File: src/rtl/systolic_dataflow_ctrl_if.sv
// systolic_dataflow_ctrl_if: job request and grid control/index bundle of the systolic sequencer
interface systolic_dataflow_ctrl_if #(
  parameter int ROWS = 4,
  parameter int CNT_W = 16
);
  localparam int RW = ROWS > 1 ? $clog2(ROWS) : 1;
  logic start;
  logic mode;
  logic [CNT_W-1:0] num_vectors;
  logic busy;
  logic done;
  logic output_stationary;
  logic array_clear;
  logic preload_valid;
  logic [RW-1:0] preload_row;
  logic in_valid;
  logic [CNT_W-1:0] in_idx;
  logic out_valid;
  logic [CNT_W-1:0] out_idx;
  modport master (
    output start, mode, num_vectors,
    input busy, done, output_stationary, array_clear, preload_valid, preload_row,
    input in_valid, in_idx, out_valid, out_idx
  );
  modport slave (
    input start, mode, num_vectors,
    output busy, done, output_stationary, array_clear, preload_valid, preload_row,
    output in_valid, in_idx, out_valid, out_idx
  );
endinterface

File: src/rtl/systolic_dataflow_ctrl.sv
// systolic_dataflow_ctrl: WS/OS job sequencer driving registered control and index strobes of a PE grid
module systolic_dataflow_ctrl #(
  parameter int ROWS = 4,
  parameter int COLS = 4,
  parameter int CNT_W = 16
) (
  input logic clk,
  input logic reset,
  systolic_dataflow_ctrl_if.slave bus
);
  localparam int RW = ROWS > 1 ? $clog2(ROWS) : 1;
  localparam logic [CNT_W:0] ONE = (CNT_W+1)'(1);
  localparam logic [CNT_W:0] LAT = (CNT_W+1)'(ROWS + COLS - 1);
  localparam logic [CNT_W:0] LAST_ROW = (CNT_W+1)'(ROWS - 1);
  typedef enum logic [2:0] {IDLE, PRELOAD, CLEAR, STREAM, FLUSH, READOUT, DONE} state_t;
  state_t st, st_n;
  logic [CNT_W:0] p, p_n, m, s_end, f_end;
  logic os, os_n;
  logic busy_n, done_n, clr_n, pv_n, iv_n, ov_n;
  logic [RW-1:0] row_n;
  logic [CNT_W-1:0] in_n, out_n;
  // p runs unbroken through STREAM and FLUSH so WS results trail inputs by exactly LAT
  assign s_end = m - ONE;
  assign f_end = m + LAT - ONE;
  assign bus.output_stationary = os;
  always_ff @(posedge clk) begin
    if (reset) begin
      st <= IDLE;
      p <= '0;
      m <= '0;
      os <= 1'b0;
      bus.busy <= 1'b0;
      bus.done <= 1'b0;
      bus.array_clear <= 1'b0;
      bus.preload_valid <= 1'b0;
      bus.preload_row <= '0;
      bus.in_valid <= 1'b0;
      bus.in_idx <= '0;
      bus.out_valid <= 1'b0;
      bus.out_idx <= '0;
    end else begin
      st <= st_n;
      p <= p_n;
      os <= os_n;
      if (st == IDLE && bus.start) m <= {1'b0, bus.num_vectors};
      bus.busy <= busy_n;
      bus.done <= done_n;
      bus.array_clear <= clr_n;
      bus.preload_valid <= pv_n;
      bus.preload_row <= row_n;
      bus.in_valid <= iv_n;
      bus.in_idx <= in_n;
      bus.out_valid <= ov_n;
      bus.out_idx <= out_n;
    end
  end
  always_comb begin
    st_n = st;
    p_n = p + ONE;
    os_n = os;
    unique case (st)
      IDLE: begin
        p_n = '0;
        if (bus.start) begin
          os_n = bus.mode;
          st_n = bus.num_vectors == '0 ? DONE : bus.mode ? CLEAR : PRELOAD;
        end
      end
      PRELOAD: if (p == LAST_ROW) begin st_n = STREAM; p_n = '0; end
      CLEAR: begin st_n = STREAM; p_n = '0; end
      STREAM: if (p == s_end) st_n = FLUSH;
      FLUSH: if (p == f_end) begin st_n = os ? READOUT : DONE; p_n = '0; end
      READOUT: if (p == LAST_ROW) begin st_n = DONE; p_n = '0; end
      DONE: begin st_n = IDLE; p_n = '0; end
      default: begin st_n = IDLE; p_n = '0; end
    endcase
  end
  always_comb begin
    busy_n = st_n != IDLE;
    done_n = st_n == DONE;
    clr_n = st_n == CLEAR;
    pv_n = st_n == PRELOAD || st_n == READOUT;
    iv_n = st_n == STREAM;
    ov_n = st_n == READOUT || (!os_n && (st_n == STREAM || st_n == FLUSH) && p_n >= LAT);
    row_n = pv_n ? p_n[RW-1:0] : bus.preload_row;
    in_n = iv_n ? p_n[CNT_W-1:0] : bus.in_idx;
    out_n = st_n == READOUT ? p_n[CNT_W-1:0] : ov_n ? p_n[CNT_W-1:0] - LAT[CNT_W-1:0] : bus.out_idx;
  end
endmodule

File: src/flat_wrapper.sv
// flat-port wrapper written by rule: the top's interface ports become plain ports
module systolic_dataflow_ctrl_flat 
#(
  parameter int ROWS = 4,
  parameter int COLS = 4,
  parameter int CNT_W = 16
)
  (clk, reset, bus_start, bus_mode, bus_num_vectors, bus_busy, bus_done, bus_output_stationary, bus_array_clear, bus_preload_valid, bus_preload_row, bus_in_valid, bus_in_idx, bus_out_valid, bus_out_idx);
  systolic_dataflow_ctrl_if #(.ROWS(ROWS), .CNT_W(CNT_W)) bus_i ();
  input logic clk;
  input logic reset;
  input wire logic [$bits(bus_i.start)-1:0] bus_start;
  input wire logic [$bits(bus_i.mode)-1:0] bus_mode;
  input wire logic [$bits(bus_i.num_vectors)-1:0] bus_num_vectors;
  output wire logic [$bits(bus_i.busy)-1:0] bus_busy;
  output wire logic [$bits(bus_i.done)-1:0] bus_done;
  output wire logic [$bits(bus_i.output_stationary)-1:0] bus_output_stationary;
  output wire logic [$bits(bus_i.array_clear)-1:0] bus_array_clear;
  output wire logic [$bits(bus_i.preload_valid)-1:0] bus_preload_valid;
  output wire logic [$bits(bus_i.preload_row)-1:0] bus_preload_row;
  output wire logic [$bits(bus_i.in_valid)-1:0] bus_in_valid;
  output wire logic [$bits(bus_i.in_idx)-1:0] bus_in_idx;
  output wire logic [$bits(bus_i.out_valid)-1:0] bus_out_valid;
  output wire logic [$bits(bus_i.out_idx)-1:0] bus_out_idx;
  assign bus_i.start = bus_start;
  assign bus_i.mode = bus_mode;
  assign bus_i.num_vectors = bus_num_vectors;
  assign bus_busy = bus_i.busy;
  assign bus_done = bus_i.done;
  assign bus_output_stationary = bus_i.output_stationary;
  assign bus_array_clear = bus_i.array_clear;
  assign bus_preload_valid = bus_i.preload_valid;
  assign bus_preload_row = bus_i.preload_row;
  assign bus_in_valid = bus_i.in_valid;
  assign bus_in_idx = bus_i.in_idx;
  assign bus_out_valid = bus_i.out_valid;
  assign bus_out_idx = bus_i.out_idx;
  systolic_dataflow_ctrl #(.ROWS(ROWS), .COLS(COLS), .CNT_W(CNT_W)) u_core (.clk(clk), .reset(reset), .bus(bus_i));
endmodule
File: config.mk
export PLATFORM = sky130hd
export DESIGN_NAME = systolic_dataflow_ctrl_flat
export DESIGN_NICKNAME = d
export VERILOG_FILES = /design/src/rtl/systolic_dataflow_ctrl_if.sv /design/src/rtl/systolic_dataflow_ctrl.sv /design/src/flat_wrapper.sv
export SDC_FILE = /design/constraint.sdc
export NUM_CORES = 1
export LEC_CHECK = 0
export ABC_CLOCK_PERIOD_IN_PS = 3800
export CORE_MARGIN = 4
export CORE_UTILIZATION = 30
export CTS_CLUSTER_SIZE = 20
export DETAILED_ROUTE_END_ITERATION = 8
export GPL_ROUTABILITY_DRIVEN = 0
export PLACE_DENSITY = 0.6
export SLEW_MARGIN = 10
export SYNTH_ARGS = -nofsm -noshare
export SYNTH_HDL_FRONTEND = slang
export SYNTH_SLANG_ARGS = --single-unit
File: constraint.sdc
create_clock -name clk -period 3.8 [get_ports clk]
set_input_delay 0.76 -clock clk [delete_from_list [all_inputs] [get_ports clk]]
set_output_delay 0.76 -clock clk [all_outputs]
set_load 0.01 [all_outputs]
==> run_results.csv <==
group,metric,value,unit
floorplanning,start_util,0.306,
logic_synthesis,synth_top_area_cell,"dfxtp_1",
logic_synthesis,yosysMostFrequentCell,"nand2_1",
timing,setup-violations-final,0,
clock_network,clk_latency,0.35,ns
timing,holdWs,0.463,ns
critical_path,start_kind,"flip-flop",
logic_synthesis,synth.distinct_cells,72,
grt,grt_usage,0.161,
detailed_routing,wl,15.4,mm
cells_and_area,nNetsFinal,779,
place,port_buffers,60,
clock_network,cts_buffers,9,
detailed_routing,routed_via_density,5.24,
timing,finalCritPeriodShare,0.950,
logic_synthesis,seq_area_frac_synth,0.302,
timing,period_minus_slack,3.61,ns
logic_synthesis,netlist_top_cells_count,"nand2_1 (83), nor2_1 (81), dfxtp_1 (77)",
floorplanning,core,16600,sq um
logic_synthesis,syn_area_per_cell,7.57,sq um
timing,rsz0062_at_grt,"false",
logic_synthesis,synth-seq-cells,77,
logic_synthesis,synth_edf_count,0,
detailed_routing,wl_per_cell,15.8,um
logic_synthesis,yosys_warnings,0,
cells_and_area,antennaDiodeCount,0,
timing,skew,0.0109,ns
clock_network,clk_path_buf_depth,2,
grt,grt_pass1_vias,4753,
logic_synthesis,async_reset_ff_frac,0,
floorplanning,ios,61,
grt,antenna_found_initial,0,
power,finalPower,2290,uW
detailed_routing,vias,5132,
power,power_leakage,0.00253,uW
timing,fmax,0.277,GHz
floorplanning,die_w,138,um
clock_network,htreeDepth,3,
grt,grt_max_degree,54,
timing,drv_slew,0,
place,dp_hpwl,11.6,mm
job,drv_cap,0,
clock_network,cts.sinks,77,
critical_path,cp.required,4.03,ns
detailed_routing,antenna_left,0,
timing,fin_setup_tns,0,ns
logic_synthesis,syn_nets,698,
cells_and_area,final_area,6680,sq um
critical_path,arrival,3.84,ns
power,power_density,342,nW/um^2
cells_and_area,layout-drive-gt1-share,0.153,
floorplanning,rows,47,
timing,maxSlewHeadroom,0.580,
clock_network,clk_pin_slew,0.06,ns
run_status,status,"finished, final reports clean",
detailed_routing,drc,0,
detailed_routing,first_iter_violations,405,
clock_network,cts-root-buf,"clkbuf_16",
clock_network,cts_tree,"done",
logic_synthesis,syn-cell-area,5100,sq um
place,placed_area,6210,sq um
logic_synthesis,synth_top_area_frac,0.302,
power,peakVddDrop,0.209,mV
min_path,min_path_type,"reg -> reg",
floorplanning,dieArea,19100,sq um
logic_synthesis,yosys_most_used_dff,"dfxtp_1",
floorplanning,die-height,138,um
cells_and_area,post-route-util,0.401,
timing,tightest_slew,0.625,ns
critical_path,criticalPathCategory,"reg -> reg",
timing,hold_viol_final,0,
critical_path,crit_fanout,7,
detailed_routing,dr.pass1.iters,5,
grt,grt.overflow.total,0,
critical_path,crit_path_end_kind,"flip-flop",
cells_and_area,syn2layout_area_growth,30.9,%
grt,grt_pass1_wl,25.2,mm
logic_synthesis,synthCells,674,
logic_synthesis,synthTopCellsByArea,"dfxtp_1 (30%), mux2i_1 (6.5%), nand2_1 (6.1%)",
## through the flow
step	cells	setup WS, ns
final	980	0.190
after global routing	980	0.00640
after CTS	978	0.0464
after detailed placement	960	-0.117
after global placement	960	-0.0113
after floorplan	674	0.0717
## cell families after synthesis
kind of cell / Yosys count / synth area share
AO/OA/AOI/OAI: 135 / 0.177
XOR/XNOR: 47 / 0.0837
adder cells (fa/ha/maj): 4 / 0.00981
buffers and inverters: 68 / 0.0530
flip-flops: 77 / 0.302
multiplexers: 41 / 0.0824
AND/OR/NAND/NOR: 302 / 0.292
## layer usage
layer  vias up  routed length [um]  global-route usage
met3        39                 888              0.0331
met4         0                 542              0.0697
met5         -                   0                   0
li1       2555                   -                   -
met2       179                6950               0.249
met1      2359                7070               0.216
## cells in the final DEF, fill, tap and decap left out, types with 5 or more instances in the layout
master,synthesis,routed
or3_1,6,6
o211ai_1,7,7
nand2_1,83,83
and3_1,9,8
nor2b_1,10,10
xnor2_1,23,23
o21ai_0,23,21
nand3_1,25,25
o21ai_1,4,5
a21oi_1,45,43
nor2_1,81,79
and2_1,7,7
inv_1,13,13
mux2i_1,33,33
mux2_1,6,6
nor3_1,25,22
buf_4,0,64
nand4_1,8,8
nor4_1,15,13
clkdlybuf4s50_1,0,59
dfxtp_1,77,75
nand2b_1,5,5
xor2_1,23,22
clkbuf_16,0,9
## where the power goes
group	switching [uW]	internal [uW]	leakage (uW)	total, uW
clock	365	552	0.000157	917
sequential	25.4	834	0.000625	859
combinational	284	226	0.00175	509
## state kept, by name (all words and copies together), names as in the netlist, 2 cells and up
| signal | count |
|---|---|
| u_core.bus.out_idx | 16 |
| u_core.m | 16 |
| u_core.st | 3 |
| u_core.bus.in_idx | 16 |
| u_core.p | 17 |
| u_core.bus.preload_row | 2 |
## final timing paths
kind	from	to	slack, ns	depth (start not counted)
max	u_core.m[1]$_SDFFE_PP0P_	u_core.bus.out_idx[11]$_SDFFE_PP0P_	0.19	17
min	u_core.bus.out_idx[13]$_SDFFE_PP0P_	u_core.bus.out_idx[13]$_SDFFE_PP0P_	0.46	2
max reg2reg	u_core.m[1]$_SDFFE_PP0P_	u_core.bus.out_idx[11]$_SDFFE_PP0P_	0.19	17
min reg2reg	u_core.bus.out_idx[13]$_SDFFE_PP0P_	u_core.bus.out_idx[13]$_SDFFE_PP0P_	0.46	2
## area by class of cell
cell class,instances,area [sq um]
Fill cell,1692,9970
Multi-Input combinational cell,529,3390
Sequential cell,77,1540
Timing Repair Buffer,125,1100
Tap cell,220,275
Clock buffer,11,253
Clock inverter,5,65.1
Inverter,13,48.8
## critical path, cell delays in order, from the launching register on
cell and delay [ns]:
dfxtp_1 0.32, inv_1 0.08, ha_4 0.20, buf_4 0.15, o311a_1 0.34, a32o_1 0.20
o211ai_1 0.19, a2111o_1 0.21, o21ai_4 0.10, a21oi_1 0.24, ha_1 0.22, nand3_1 0.09
a21oi_1 0.18, nor3_2 0.05, a31oi_1 0.27, a31oi_4 0.15, buf_4 0.17, mux2_1 0.30
## what timing repair did
item | 4_1_cts | 5_1_grt
setup buffers | 2 | 2
pin swaps | 1 | 8
hold buffers | 0 | 0
resized for setup | 2 | 24
endpoints found under the setup margin | 15 | 19
No activity file was read; power rests on OpenSTA's default activity.
